$ cat src/rtl/fifo_pkg.sv
// Shared definitions for the narrowing FIFO: default sizes, width helpers
// and the lane selector used to slice a stored word into output lanes.
package fifo_pkg;

    localparam int DEF_IN_W   = 16;
    localparam int DEF_OUT_W  = 8;
    localparam int DEF_DEPTH  = 16;
    localparam int LANE_MAX_W = 1024;

    function automatic int clog2(input int value);
        int result;
        int rem;
        result = 0;
        rem    = value - 1;
        while (rem > 0) begin
            result = result + 1;
            rem    = rem >> 1;
        end
        return result;
    endfunction

    function automatic int calc_ratio(input int in_w, input int out_w);
        return in_w / out_w;
    endfunction

    // Lane idx counts consumption order; lsb_first decides which physical lane that maps to.
    function automatic logic [LANE_MAX_W-1:0] lane_sel(
        input logic [LANE_MAX_W-1:0] word,
        input int                    idx,
        input bit                    lsb_first,
        input int                    out_w,
        input int                    ratio
    );
        int pos;
        pos = lsb_first ? idx : (ratio - 1 - idx);
        return word >> (pos * out_w);
    endfunction

endpackage

$ cat src/rtl/fifo_width_conv_if.sv
// Producer/consumer handshake bundle for fifo_width_conv, including flush
// and the fill-level status outputs.
interface fifo_width_conv_if
    import fifo_pkg::*;
#(
    parameter int IN_W  = DEF_IN_W,
    parameter int OUT_W = DEF_OUT_W,
    parameter int DEPTH = DEF_DEPTH
);
    localparam int RATIO = calc_ratio(IN_W, OUT_W);
    localparam int CW    = clog2(DEPTH + 1);
    localparam int LW    = clog2(RATIO);

    logic             flush;
    logic             input_valid;
    logic             input_enable;
    logic [IN_W-1:0]  data_in;
    logic             output_valid;
    logic             output_enable;
    logic [OUT_W-1:0] data_out;
    logic [CW-1:0]    word_count;
    logic [LW-1:0]    lane_idx;
    logic             almost_full;

    modport master (
        output flush,
        output input_valid,
        input  input_enable,
        output data_in,
        input  output_valid,
        output output_enable,
        input  data_out,
        input  word_count,
        input  lane_idx,
        input  almost_full
    );

    modport slave (
        input  flush,
        input  input_valid,
        output input_enable,
        input  data_in,
        output output_valid,
        input  output_enable,
        output data_out,
        output word_count,
        output lane_idx,
        output almost_full
    );

endinterface

$ cat src/rtl/fifo_mem_2p.sv
// Simple dual-port register array: synchronous write, asynchronous read.
// Contents are intentionally not reset.
module fifo_mem_2p
#(
    parameter int DEPTH = 16,
    parameter int WIDTH = 16,
    parameter int AW    = 4
) (
    input  logic             clk,
    input  logic             we,
    input  logic [AW-1:0]    waddr,
    input  logic [WIDTH-1:0] wdata,
    input  logic [AW-1:0]    raddr,
    output logic [WIDTH-1:0] rdata
);

    logic [WIDTH-1:0] mem [DEPTH];

    always_ff @(posedge clk) begin
        if (we) begin
            mem[waddr] <= wdata;
        end
    end

    assign rdata = mem[raddr];

endmodule

$ cat src/rtl/fifo_width_conv.sv
// Narrowing FIFO: stores IN_W-bit words and emits them as RATIO lanes of
// OUT_W bits with first-word fall-through on the read side.
module fifo_width_conv
    import fifo_pkg::*;
#(
    parameter int IN_W      = DEF_IN_W,
    parameter int OUT_W     = DEF_OUT_W,
    parameter int DEPTH     = DEF_DEPTH,
    parameter int LSB_FIRST = 1,
    parameter int AFULL_TH  = DEPTH - 2
) (
    input logic               clk,
    input logic               rst,
    fifo_width_conv_if.slave  bus
);

    localparam int RATIO = calc_ratio(IN_W, OUT_W);
    localparam int AW    = clog2(DEPTH);
    localparam int CW    = clog2(DEPTH + 1);
    localparam int LW    = clog2(RATIO);

    localparam logic [LW-1:0] LAST_LANE = LW'(RATIO - 1);
    localparam logic [CW-1:0] FULL_CNT  = CW'(DEPTH);
    localparam logic [CW-1:0] AFULL_CNT = CW'(AFULL_TH);

    generate
        if (IN_W % OUT_W != 0) begin : g_bad_width
            $error("fifo_width_conv: IN_W must be a multiple of OUT_W");
        end
        if (RATIO < 2) begin : g_bad_ratio
            $error("fifo_width_conv: IN_W/OUT_W must be at least 2");
        end
        if (DEPTH < 2 || (DEPTH & (DEPTH - 1)) != 0) begin : g_bad_depth
            $error("fifo_width_conv: DEPTH must be a power of two >= 2");
        end
        if (AFULL_TH > DEPTH || AFULL_TH < 0) begin : g_bad_afull
            $error("fifo_width_conv: AFULL_TH must lie in 0..DEPTH");
        end
        if (IN_W > LANE_MAX_W) begin : g_bad_max
            $error("fifo_width_conv: IN_W exceeds LANE_MAX_W");
        end
    endgenerate

    logic [AW-1:0]         wr_ptr;
    logic [AW-1:0]         rd_ptr;
    logic [CW-1:0]         count;
    logic [LW-1:0]         lane;
    logic [IN_W-1:0]       head_word;
    logic [LANE_MAX_W-1:0] sel_full;
    logic                  unused_sel_bits;

    logic do_write;
    logic do_read;
    logic do_pop;
    logic clear;

    assign clear    = rst | bus.flush;
    assign do_write = bus.input_valid & bus.input_enable;
    assign do_read  = bus.output_valid & bus.output_enable;
    assign do_pop   = do_read & (lane == LAST_LANE);

    // Flush shares the reset path: in-flight handshakes that cycle are dropped.
    always_ff @(posedge clk) begin
        if (clear) begin
            wr_ptr <= '0;
            rd_ptr <= '0;
            count  <= '0;
            lane   <= '0;
        end else begin
            if (do_write) begin
                wr_ptr <= wr_ptr + AW'(1);
            end
            if (do_read) begin
                if (lane == LAST_LANE) begin
                    lane   <= '0;
                    rd_ptr <= rd_ptr + AW'(1);
                end else begin
                    lane <= lane + LW'(1);
                end
            end
            case ({do_write, do_pop})
                2'b10:   count <= count + CW'(1);
                2'b01:   count <= count - CW'(1);
                default: count <= count;
            endcase
        end
    end

    fifo_mem_2p #(
        .DEPTH (DEPTH),
        .WIDTH (IN_W),
        .AW    (AW)
    ) u_mem (
        .clk   (clk),
        .we    (do_write & ~clear),
        .waddr (wr_ptr),
        .wdata (bus.data_in),
        .raddr (rd_ptr),
        .rdata (head_word)
    );

    assign sel_full = lane_sel(LANE_MAX_W'(head_word), int'(lane), LSB_FIRST != 0, OUT_W, RATIO);
    assign unused_sel_bits = ^sel_full[LANE_MAX_W-1:OUT_W];

    assign bus.input_enable = (count != FULL_CNT);
    assign bus.output_valid = (count != '0);
    assign bus.almost_full  = (count >= AFULL_CNT);
    assign bus.word_count   = count;
    assign bus.lane_idx     = lane;
    assign bus.data_out     = bus.output_valid ? sel_full[OUT_W-1:0] : '0;

endmodule
$ cat src/flat_wrapper.sv
// flat-port wrapper written by rule: the top's interface ports become plain ports
module fifo_width_conv_flat import fifo_pkg::*;
#(
    parameter int IN_W      = DEF_IN_W,
    parameter int OUT_W     = DEF_OUT_W,
    parameter int DEPTH     = DEF_DEPTH,
    parameter int LSB_FIRST = 1,
    parameter int AFULL_TH  = DEPTH - 2
)
  (clk, rst, bus_flush, bus_input_valid, bus_input_enable, bus_data_in, bus_output_valid, bus_output_enable, bus_data_out, bus_word_count, bus_lane_idx, bus_almost_full);
  fifo_width_conv_if #(.IN_W(IN_W), .OUT_W(OUT_W), .DEPTH(DEPTH)) bus_i ();
  input logic clk;
  input logic rst;
  input wire logic [$bits(bus_i.flush)-1:0] bus_flush;
  input wire logic [$bits(bus_i.input_valid)-1:0] bus_input_valid;
  output wire logic [$bits(bus_i.input_enable)-1:0] bus_input_enable;
  input wire logic [$bits(bus_i.data_in)-1:0] bus_data_in;
  output wire logic [$bits(bus_i.output_valid)-1:0] bus_output_valid;
  input wire logic [$bits(bus_i.output_enable)-1:0] bus_output_enable;
  output wire logic [$bits(bus_i.data_out)-1:0] bus_data_out;
  output wire logic [$bits(bus_i.word_count)-1:0] bus_word_count;
  output wire logic [$bits(bus_i.lane_idx)-1:0] bus_lane_idx;
  output wire logic [$bits(bus_i.almost_full)-1:0] bus_almost_full;
  assign bus_i.flush = bus_flush;
  assign bus_i.input_valid = bus_input_valid;
  assign bus_input_enable = bus_i.input_enable;
  assign bus_i.data_in = bus_data_in;
  assign bus_output_valid = bus_i.output_valid;
  assign bus_i.output_enable = bus_output_enable;
  assign bus_data_out = bus_i.data_out;
  assign bus_word_count = bus_i.word_count;
  assign bus_lane_idx = bus_i.lane_idx;
  assign bus_almost_full = bus_i.almost_full;
  fifo_width_conv #(.IN_W(IN_W), .OUT_W(OUT_W), .DEPTH(DEPTH), .LSB_FIRST(LSB_FIRST), .AFULL_TH(AFULL_TH)) u_core (.clk(clk), .rst(rst), .bus(bus_i));
endmodule
$ cat config.mk
export PLATFORM = sky130hd
export DESIGN_NAME = fifo_width_conv_flat
export DESIGN_NICKNAME = d
export VERILOG_FILES = /design/src/rtl/fifo_pkg.sv /design/src/rtl/fifo_width_conv_if.sv /design/src/rtl/fifo_mem_2p.sv /design/src/rtl/fifo_width_conv.sv /design/src/flat_wrapper.sv
export SDC_FILE = /design/constraint.sdc
export NUM_CORES = 1
export LEC_CHECK = 0
export ABC_CLOCK_PERIOD_IN_PS = 3900
export CORE_ASPECT_RATIO = 2
export CORE_MARGIN = 3
export CORE_UTILIZATION = 60
export CTS_CLUSTER_SIZE = 40
export DETAILED_ROUTE_END_ITERATION = 16
export GPL_ROUTABILITY_DRIVEN = 0
export PLACE_DENSITY_LB_ADDON = 0.3
export REMOVE_ABC_BUFFERS = 1
export SETUP_SLACK_MARGIN = 0.05
export SYNTH_ARGS = -nofsm -noshare
export SYNTH_HDL_FRONTEND = slang
export SYNTH_SLANG_ARGS = --single-unit
$ cat constraint.sdc
create_clock -name clk -period 3.9 [get_ports clk]
set_input_delay 0.78 -clock clk [delete_from_list [all_inputs] [get_ports clk]]
set_output_delay 0.78 -clock clk [all_outputs]
set_load 0.005 [all_outputs]
# Word-level counts from Yosys, hierarchy flattened
# Memories as Yosys holds them, arrays and structs flattened. A register that Yosys moved wholly into a read port is not among the register bits.
# Index checks and enable logic that the tools add are counted.
classes:
  n_reduce_logical: 3
  bitwise: 6
  n_lt_le_gt_ge: 1
  shift: 1
  n_addsub: 5
  n_eq_ne: 3
  n_mux: 7
ops:
  columns: ["cell", "count"]
  rows:
  - ["$shr 16x4->8", 1]
  - ["$pmux 5 s2", 1]
  - ["$add 4x1->4 const B", 2]
  - ["$mux 4", 2]
  - ["$mux 8", 1]
  - ["$add 5x1->5 const B", 1]
  - ["$ge 5x4->1 const B", 1]
  - ["$ne 5x5->1 const B", 1]
  - ["$reduce_bool 5->1", 1]
  - ["$sub 5x1->5 const B", 1]
  - ["$and 1x1->1", 4]
  - ["$mux 1", 3]
  - ["$eq 2x1->1 const B", 1]
  - ["$eq 2x2->1 const B", 1]
  - ["$reduce_and 2->1", 1]
  - ["$reduce_bool 2->1", 1]
  - ["$add 1x1->1 const B", 1]
  - ["$not 1->1", 1]
  - ["$or 1x1->1", 1]
totals:
  mem_bits_rw: 256
  inputBits: 21
  register_bits: 14
  elab_cells: 31
  memories: 1
mem_list:
  columns: ["name", "words", "width", "rd", "rd_ports_with_merged_regs", "write_ports", "line_no", "rtl"]
  rows:
  - ["u_core.u_mem.mem", 16, 16, 1, 1, 1, "fifo_mem_2p.sv:17", "logic [WIDTH-1:0] mem [DEPTH];"]

# Depth between registers and ports, before layout
# Gate-level depths: netlist (run 1).
depth:
  depth_word: 5
  ltp_mapped: 11
  depth_no_buf: 11

# Modules after synthesis
# A second synthesis (run 1) with hierarchy kept.
hier_totals:
  cells_unflattened: 519
  area_unflattened_um2: 10618.9
by_module_without_submodules:
  columns: ["module", "area_per_inst_um2", "cells_each", "seq_area_each_um2", "n_inst"]
  rows:
  - ["fifo_mem_2p", 9723.1, 416, 7687.4, 1]
  - ["fifo_width_conv", 895.9, 103, 280.3, 1]

# Worst setup path before layout (run 1)
# Ideal clock, no wire load.
synth_path:
  path_kind: "in2reg"
  start: "input port bus_input_valid"
  end: "memory u_core.u_mem.mem[0][0] (enable)"
  cell_stages: 3
  t_required_ns: 3.491
  n_path_buf: 0
  setup_ns: 0.409
  arrival_ns: 2.445
  path_slack_ns: 1.046
  cell_sequence: "a21boi_2 -> nand3_1 -> nor3_1"
synth_between:
  elab_chain_len: 4
synth_lines:
  columns: ["element", "line_no", "rtl"]
  rows:
  - ["from (decl)", "flat_wrapper.sv:15", "input wire logic [$bits(bus_i.input_valid)-1:0] bus_input_valid;"]
  - ["$and 1x1->1", "fifo_width_conv.sv:58", "assign do_write = bus.input_valid & bus.input_enable;"]
  - ["$and 1x1->1", "fifo_width_conv.sv:95", ".we (do_write & ~clear),"]
  - ["$mux 1", "fifo_mem_2p.sv:20", "if (we) begin"]
  - ["$mux 1 (not written as such)", "fifo_mem_2p.sv:21", "mem[waddr] <= wdata;"]
  - ["to (decl)", "fifo_mem_2p.sv:17", null]
# Every way passes these cells.

==> metrics, run 1 <==
final std cells w/o fill between 800 and 900; Hold Crit Depth 2; largest area contributor in the netlist edfxtp_1; H-tree levels 1; core area 17500 sq um; max-cap viol count 0; clk_skew roughly 0.012 ns; Clock Pin Slew Worst Setup and Hold Paths 0.07 ns; Mapped Cells roughly 520; First-pass DRT Iterations 5; Final setup viols 0; leakage 3.89 nW; number of DRC markers in iteration 0 around 530; status finished clean; top post-synthesis cells by area edfxtp_1 71%, mux4_2 11%, dfxtp_1 3.3%, mux2i_1 2.2%, mux4_1 2.2%; CTS buffer count 23; dpl cells 775; crit-path max FO 14; Buffers on Ports 37; endpoints failing hold 0; Root Driver clkbuf_16; Comb power frac 2.0%; Layout area overhead 14.9%; Layout Nets between 600 and 700; final WL 24100 um; R2R Path End u_core.bus.word_count[4]$_SDFFE_PP0P_; Starting Density 61.8%; Distinct cells, synth between 40 and 50; largest stage delay on the critical path 0.81 ns; row cnt 68; Clk pwr share 41.6%; commonest non-fill, non-tap cells in the layout 256 x edfxtp_1, 55 x mux4_2, 37 x clkdlybuf4s50_1; CP Launch Type flip-flop; post-route design area approximately 12000 sq um; Pins Over Slew Limit 0; first-pass GRT wire length 36300 um; VDD IR-drop max 0.000299 V; worst setup path class flip-flop to output port; placed cell area 11600 sq um; worst skew pair latency 0.50 ns; slowest CP cell dfxtp_1; Final WS setup 0.181 ns; fmax 269 MHz; CTS sink cnt 274; largest net degree at the start of global routing 25; Detailed Place HPWL around 15000 um; io pins 38; commonest non-fill, non-tap cell in the layout edfxtp_1; antenna cells 0; drt wl/cell 29.5 um; setup slack at placement 0.566 ns; sequential cell area fraction in the yosys report about three quarters; number of synthesized register bits between 200 and 300; area share of the largest cell type after synthesis between 70% and 80%; post-CTS sizing 0; Reg power frac 56.4%; EDFF count, synth 256; CTS tree built; setup slack, reg-to-reg 0.90 ns; Net Switching 1.08 mW; share of cells above drive strength 1 25.0%; reg-to-reg startpoint u_core.bus.word_count[0]$_SDFFE_PP0P_; Slew @ Worst Pin slightly below 0.9 ns; FF-to-FF path depth 9; Synth async-reset ratio 0%; Die Span Y 196 um; ys flop type edfxtp_1; CP required 3.12 ns; Buffers & Inverters on Critical Path 1; post-CTS setup buffer count 1; worst path arrival time 2.94 ns; pwr/cell area 459 nW/um^2; GRT Overall Usage 25.5%; Clock Tree Buf Depth 3; vias per cell 6.70; final worst path period need 3.72 ns; initial antenna violation count 0; crit end category output port; worst path cell trace nor2_1 -> a221o_1 -> a31oi_1 -> clkdlybuf4s50_1; Final ANT Viol Nets 0; hold endpoint u_core.rd_ptr[3]$_SDFFE_PP0N_; Hold Buf Count CTS 0; HP Start u_core.rd_ptr[3]$_SDFFE_PP0N_; vias in the first global route 5797; P_int 4.64 mW; RSZ-0062 raised after global routing no; final worst-path cycle share 95.4%; Net Sw Frac 18.8%; die width 101 um; Slew HR roughly two fifths; total grt overflow 0; Synth Cell Area 10800 sq um; syn avg cell area between 20 and 25 sq um; DRC viols 0; CP top delay family flip-flops; Ys Warns 0; die area 19800 sq um; detailed-route via count 5473; worst min path class flip-flop to flip-flop
## power groups by stage
stage / Sequential [mW] / Clock [mW] / Combinational, mW
5_1_grt: 3.22 / 2.52 / 0.126
3_5_place_dp: 3.29 / 0 / 0.115
6_report: 3.22 / 2.38 / 0.114
4_1_cts: 3.22 / 2.41 / 0.115
3_3_place_gp: 3.29 / 0 / 0.109
2_1_floorplan: 3.29 / 0 / 0.0340
## sequential cells by signal (all words and copies together) (netlist names), named ones only
signal and cells:
u_core.u_mem.mem 256, u_core.bus.lane_idx 1, u_core.bus.word_count 5, u_core.wr_ptr 4
u_core.rd_ptr 4
## synthesized netlist by cell type, drive strengths merged (3+ instances only)
library cell,instances
a221o,8
nand3,4
clkbuf,8
mux2i,24
nor3,5
mux4,64
nor2,38
edfxtp,256
nand2,7
buf,18
nor2b,5
xor2,6
xnor2,3
ha,9
a21oi,12
a221oi,6
dfxtp,18
inv,8
## worst reg2reg max path: cells and delay by family (launching register included)
family | cells | cell delay, ns
fa+ha+maj | 2 | 0.57
simple gates | 3 | 1.22
compound gates | 4 | 0.78
flops | 1 | 0.39
## per-stage QoR
| step | util, % | power [mW] | hold WS (ns) | TNS [ns] |
|---|---|---|---|---|
| after global placement | 66.4 | 3.39 | 0.513 | 0 |
| final | 71.0 | 5.72 | 0.548 | 0 |
| after floorplan | - | 3.32 | 0.485 | -2.98 |
| after detailed placement | 66.4 | 3.40 | 0.527 | 0 |
| after global routing | 71.0 | 5.86 | 0.568 | 0 |
| after CTS | 71.0 | 5.74 | 0.552 | 0 |
## routing by layer
layer / part of all wire [%] / vias up / global-route usage [%]
li1: - / 2284 / -
met1: 34 / 2840 / 31.3
met2: 55 / 284 / 45.3
met3: 7.1 / 65 / 3.91
met4: 3.8 / 0 / 9.47
met5: 0 / - / 0
## cell type report
type | instances | area (sq um)
Clock buffer | 27 | 601
Clock inverter | 14 | 188
Fill cell | 1028 | 5080
Inverter | 8 | 30.0
Multi-Input combinational cell | 214 | 2590
Sequential cell | 274 | 8050
Tap cell | 210 | 263
Timing Repair Buffer | 70 | 726
## logic make-up after synthesis
family	after synthesis	synth area share, %
multiplexers	90	16.0
AND/OR/NAND/NOR	69	2.89
AO/OA/AOI/OAI	36	2.55
buffers and inverters	35	2.25
flip-flops	274	74.3
adder cells (fa/ha/maj)	10	1.22
XOR/XNOR	9	0.728
## worst max path at each step
stage,start,end,slack (ns),cells after the start
global placement,bus_input_valid,u_core.bus.word_count[4]$_SDFFE_PP0P_,0.60,12
global route,flip-flop,bus_data_out[0],0.06,7
detailed placement,bus_input_valid,u_core.bus.word_count[4]$_SDFFE_PP0P_,0.57,12
floorplan,flip-flop,bus_data_out[6],-0.39,4
finish,flip-flop,bus_data_out[7],0.18,4
CTS,flip-flop,bus_data_out[7],0.16,4
Power figures use the tool's default switching activity.
==> run 2: changes to the inputs <==
- GPL_TIMING_DRIVEN: not set -> 0
- RECOVER_POWER: not set -> 25
==> run 2 against run 1 <==
Wire length decreased by 2.5%. Sequential power about the same. Worst hold slack improved by 0.049 ns. First-iteration DRC count decreased by 8.5%. Via count decreased by 1.7%. Largest cell class unchanged. Highest routed layer unchanged.
==> metrics, run 2 (synthesis results as in run 1) <==
commonest non-fill, non-tap cells in the layout 256 x edfxtp_1, 55 x mux4_2, 27 x clkdlybuf4s50_1 (was 256 x edfxtp_1, 55 x mux4_2, 37 x clkdlybuf4s50_1); worst min path class flip-flop to flip-flop (unchanged); CTS tree built (unchanged); final worst-path cycle share 97.0% (was 95.4%); die width 101 um (unchanged); Pins Over Slew Limit 0 (unchanged); io pins 38 (unchanged); dpl cells 765 (was 775); largest net degree at the start of global routing 34 (was 25); Hold Crit Depth 2 (unchanged); final worst path period need 3.78 ns (was 3.72 ns); core area 17500 sq um (unchanged); drt wl/cell 29.0 um (was 29.5 um); Layout area overhead 15.7% (was 14.9%); H-tree levels 1 (unchanged); worst setup path class flip-flop to output port (unchanged); Detailed Place HPWL 14000 um (was 14600 um); Final ANT Viol Nets 0 (unchanged); commonest non-fill, non-tap cell in the layout edfxtp_1 (unchanged); CP required 3.12 ns (about the same); Slew HR 43.4% (was 41.6%); Slew @ Worst Pin 0.846 ns (was 0.873 ns); Layout Utilization 71.5% (was 71.0%); Filler cells 1018 (was 1028); CTS sink cnt 274 (unchanged); GRT Overall Usage 24.9% (was 25.5%); Starting Density 61.8% (unchanged); Final setup viols 0 (unchanged); worst skew pair latency 0.52 ns (was 0.50 ns); First-pass DRT Iterations 5 (unchanged); antenna cells 0 (unchanged); endpoints failing hold 0 (unchanged); DRC viols 0 (unchanged); R2R Path End u_core.bus.word_count[4]$_SDFFE_PP0P_ (unchanged); final std cells w/o fill 810 (was 817); HP Start u_core.rd_ptr[2]$_SDFFE_PP0N_ (was u_core.rd_ptr[3]$_SDFFE_PP0N_); Layout Nets 616 (was 622); register with the most flip-flops u_core.u_mem.mem (unchanged); clk_skew 0.0184 ns (was 0.0118 ns); RSZ-0062 raised after global routing no (unchanged); max-cap viol count 0 (unchanged); Clock Pin Slew Worst Setup and Hold Paths 0.06 ns (was 0.07 ns); setup slack at placement 0.312 ns (was 0.566 ns); detailed-route via count 5381 (was 5473); Root Driver clkbuf_16 (unchanged); leakage 3.89 nW (about the same); pwr/cell area 445 nW/um^2 (was 459 nW/um^2); Die Span Y 196 um (unchanged); reg-to-reg startpoint u_core.bus.lane_idx$_SDFFE_PP0N_ (was u_core.bus.word_count[0]$_SDFFE_PP0P_); worst path arrival time 3.00 ns (was 2.94 ns); Final WS setup 0.116 ns (was 0.181 ns); initial antenna violation count 0 (unchanged); FF-to-FF path depth 9 (unchanged); vias per cell 6.64 (was 6.70); Buffers on Ports 37 (unchanged); number of DRC markers in iteration 0 484 (was 529); CP Launch Type flip-flop (unchanged); final WL 23500 um (was 24100 um); fmax 264 MHz (was 269 MHz); max reg flops 256 (unchanged); crit end category output port (unchanged); CTS buffer count 23 (unchanged); setup_tns 0 ns (unchanged); share of cells above drive strength 1 24.3% (was 25.0%); first-pass GRT wire length 35600 um (was 36300 um); crit-path max FO 13 (was 14); row cnt 68 (unchanged); Clock Tree Buf Depth 3 (unchanged); vias in the first global route 5881 (was 5797); worst hold slack 0.597 ns (was 0.548 ns); VDD IR-drop max 0.000379 V (was 0.000299 V); total grt overflow 0 (unchanged); die area 19800 sq um (unchanged); setup slack, reg-to-reg 0.84 ns (was 0.90 ns); status finished clean (unchanged)
==> run 2: changes by cell type in the layout (fill, tap and decap cells not counted), moves of 6 or more <==
| cell | delta |
|---|---|
| buf_4 | -24 |
| clkdlybuf4s50_1 | -10 |
| dlygate4sd3_1 | +10 |
| buf_8 | +8 |
| buf_6 | +7 |
| buf_16 | +6 |
==> run 2: how the worst max path moves through the flow <==
stage	cells after the start	startpoint	end	slack (ns)
5_1_grt	6	flip-flop	bus_data_out[3]	0.07
3_3_place_gp	5	flip-flop	bus_data_out[7]	-2.25
2_1_floorplan	4	flip-flop	bus_data_out[6]	-0.39
4_1_cts	4	flip-flop	bus_data_out[2]	0.09
6_report	4	u_core.bus.lane_idx$_SDFFE_PP0N_	bus_data_out[3]	0.12
3_5_place_dp	7	flip-flop	bus_data_out[6]	0.31
==> run 2: final cells by class <==
| type | count | area [sq um] | share of cell area (%) |
|---|---|---|---|
| flip-flops and latches | 274 | 8060 | 64.3 |
| clock buffers | 33 | 673 | 5.37 |
| clock inverters | 7 | 63.8 | 0.509 |
| repair buffers | 64 | 850 | 6.78 |
| well taps | 210 | 263 | 2.10 |
| multi-input cells | 214 | 2590 | 20.7 |
| inverters | 8 | 30.0 | 0.240 |
==> run 2: power breakdown <==
group	internal [mW]	total, mW	switching, mW
clock	1.26	2.25	0.984
sequential	3.22	3.22	0.00580
combinational	0.0436	0.112	0.0685
total	4.52	5.58	1.06
==> run 2: timing repair <==
| item | in CTS | in global routing |
|---|---|---|
| hold buffers | 0 | 0 |
| resized for setup | 2 | 1 |
| setup endpoints to repair | 7 | 1 |
| setup buffers | 5 | 0 |
==> run 2: metrics by stage <==
step           total power, mW  cell area [sq um]
6_report                  5.58              12500
5_1_grt                   5.73              12500
4_1_cts                   5.61              12500
3_5_place_dp              3.40              11700
3_3_place_gp              3.39              11200
2_1_floorplan             3.32              10600
==> run 2: critical path, stage by stage, from the launching register on <==
cell             delay (ns)
dfxtp_1                0.80
nor2_1                 0.41
a221o_1                0.42
a21oi_1                0.27
clkdlybuf4s50_1        0.58
==> run 2: per-layer routing <==
layer	up-vias	GRT usage, %	share of wire (%)
met2	253	44.3	56
met3	48	3.02	5.3
li1	2281	-	-
met1	2799	30.9	35
met4	0	9.52	3.6
met5	-	0	0
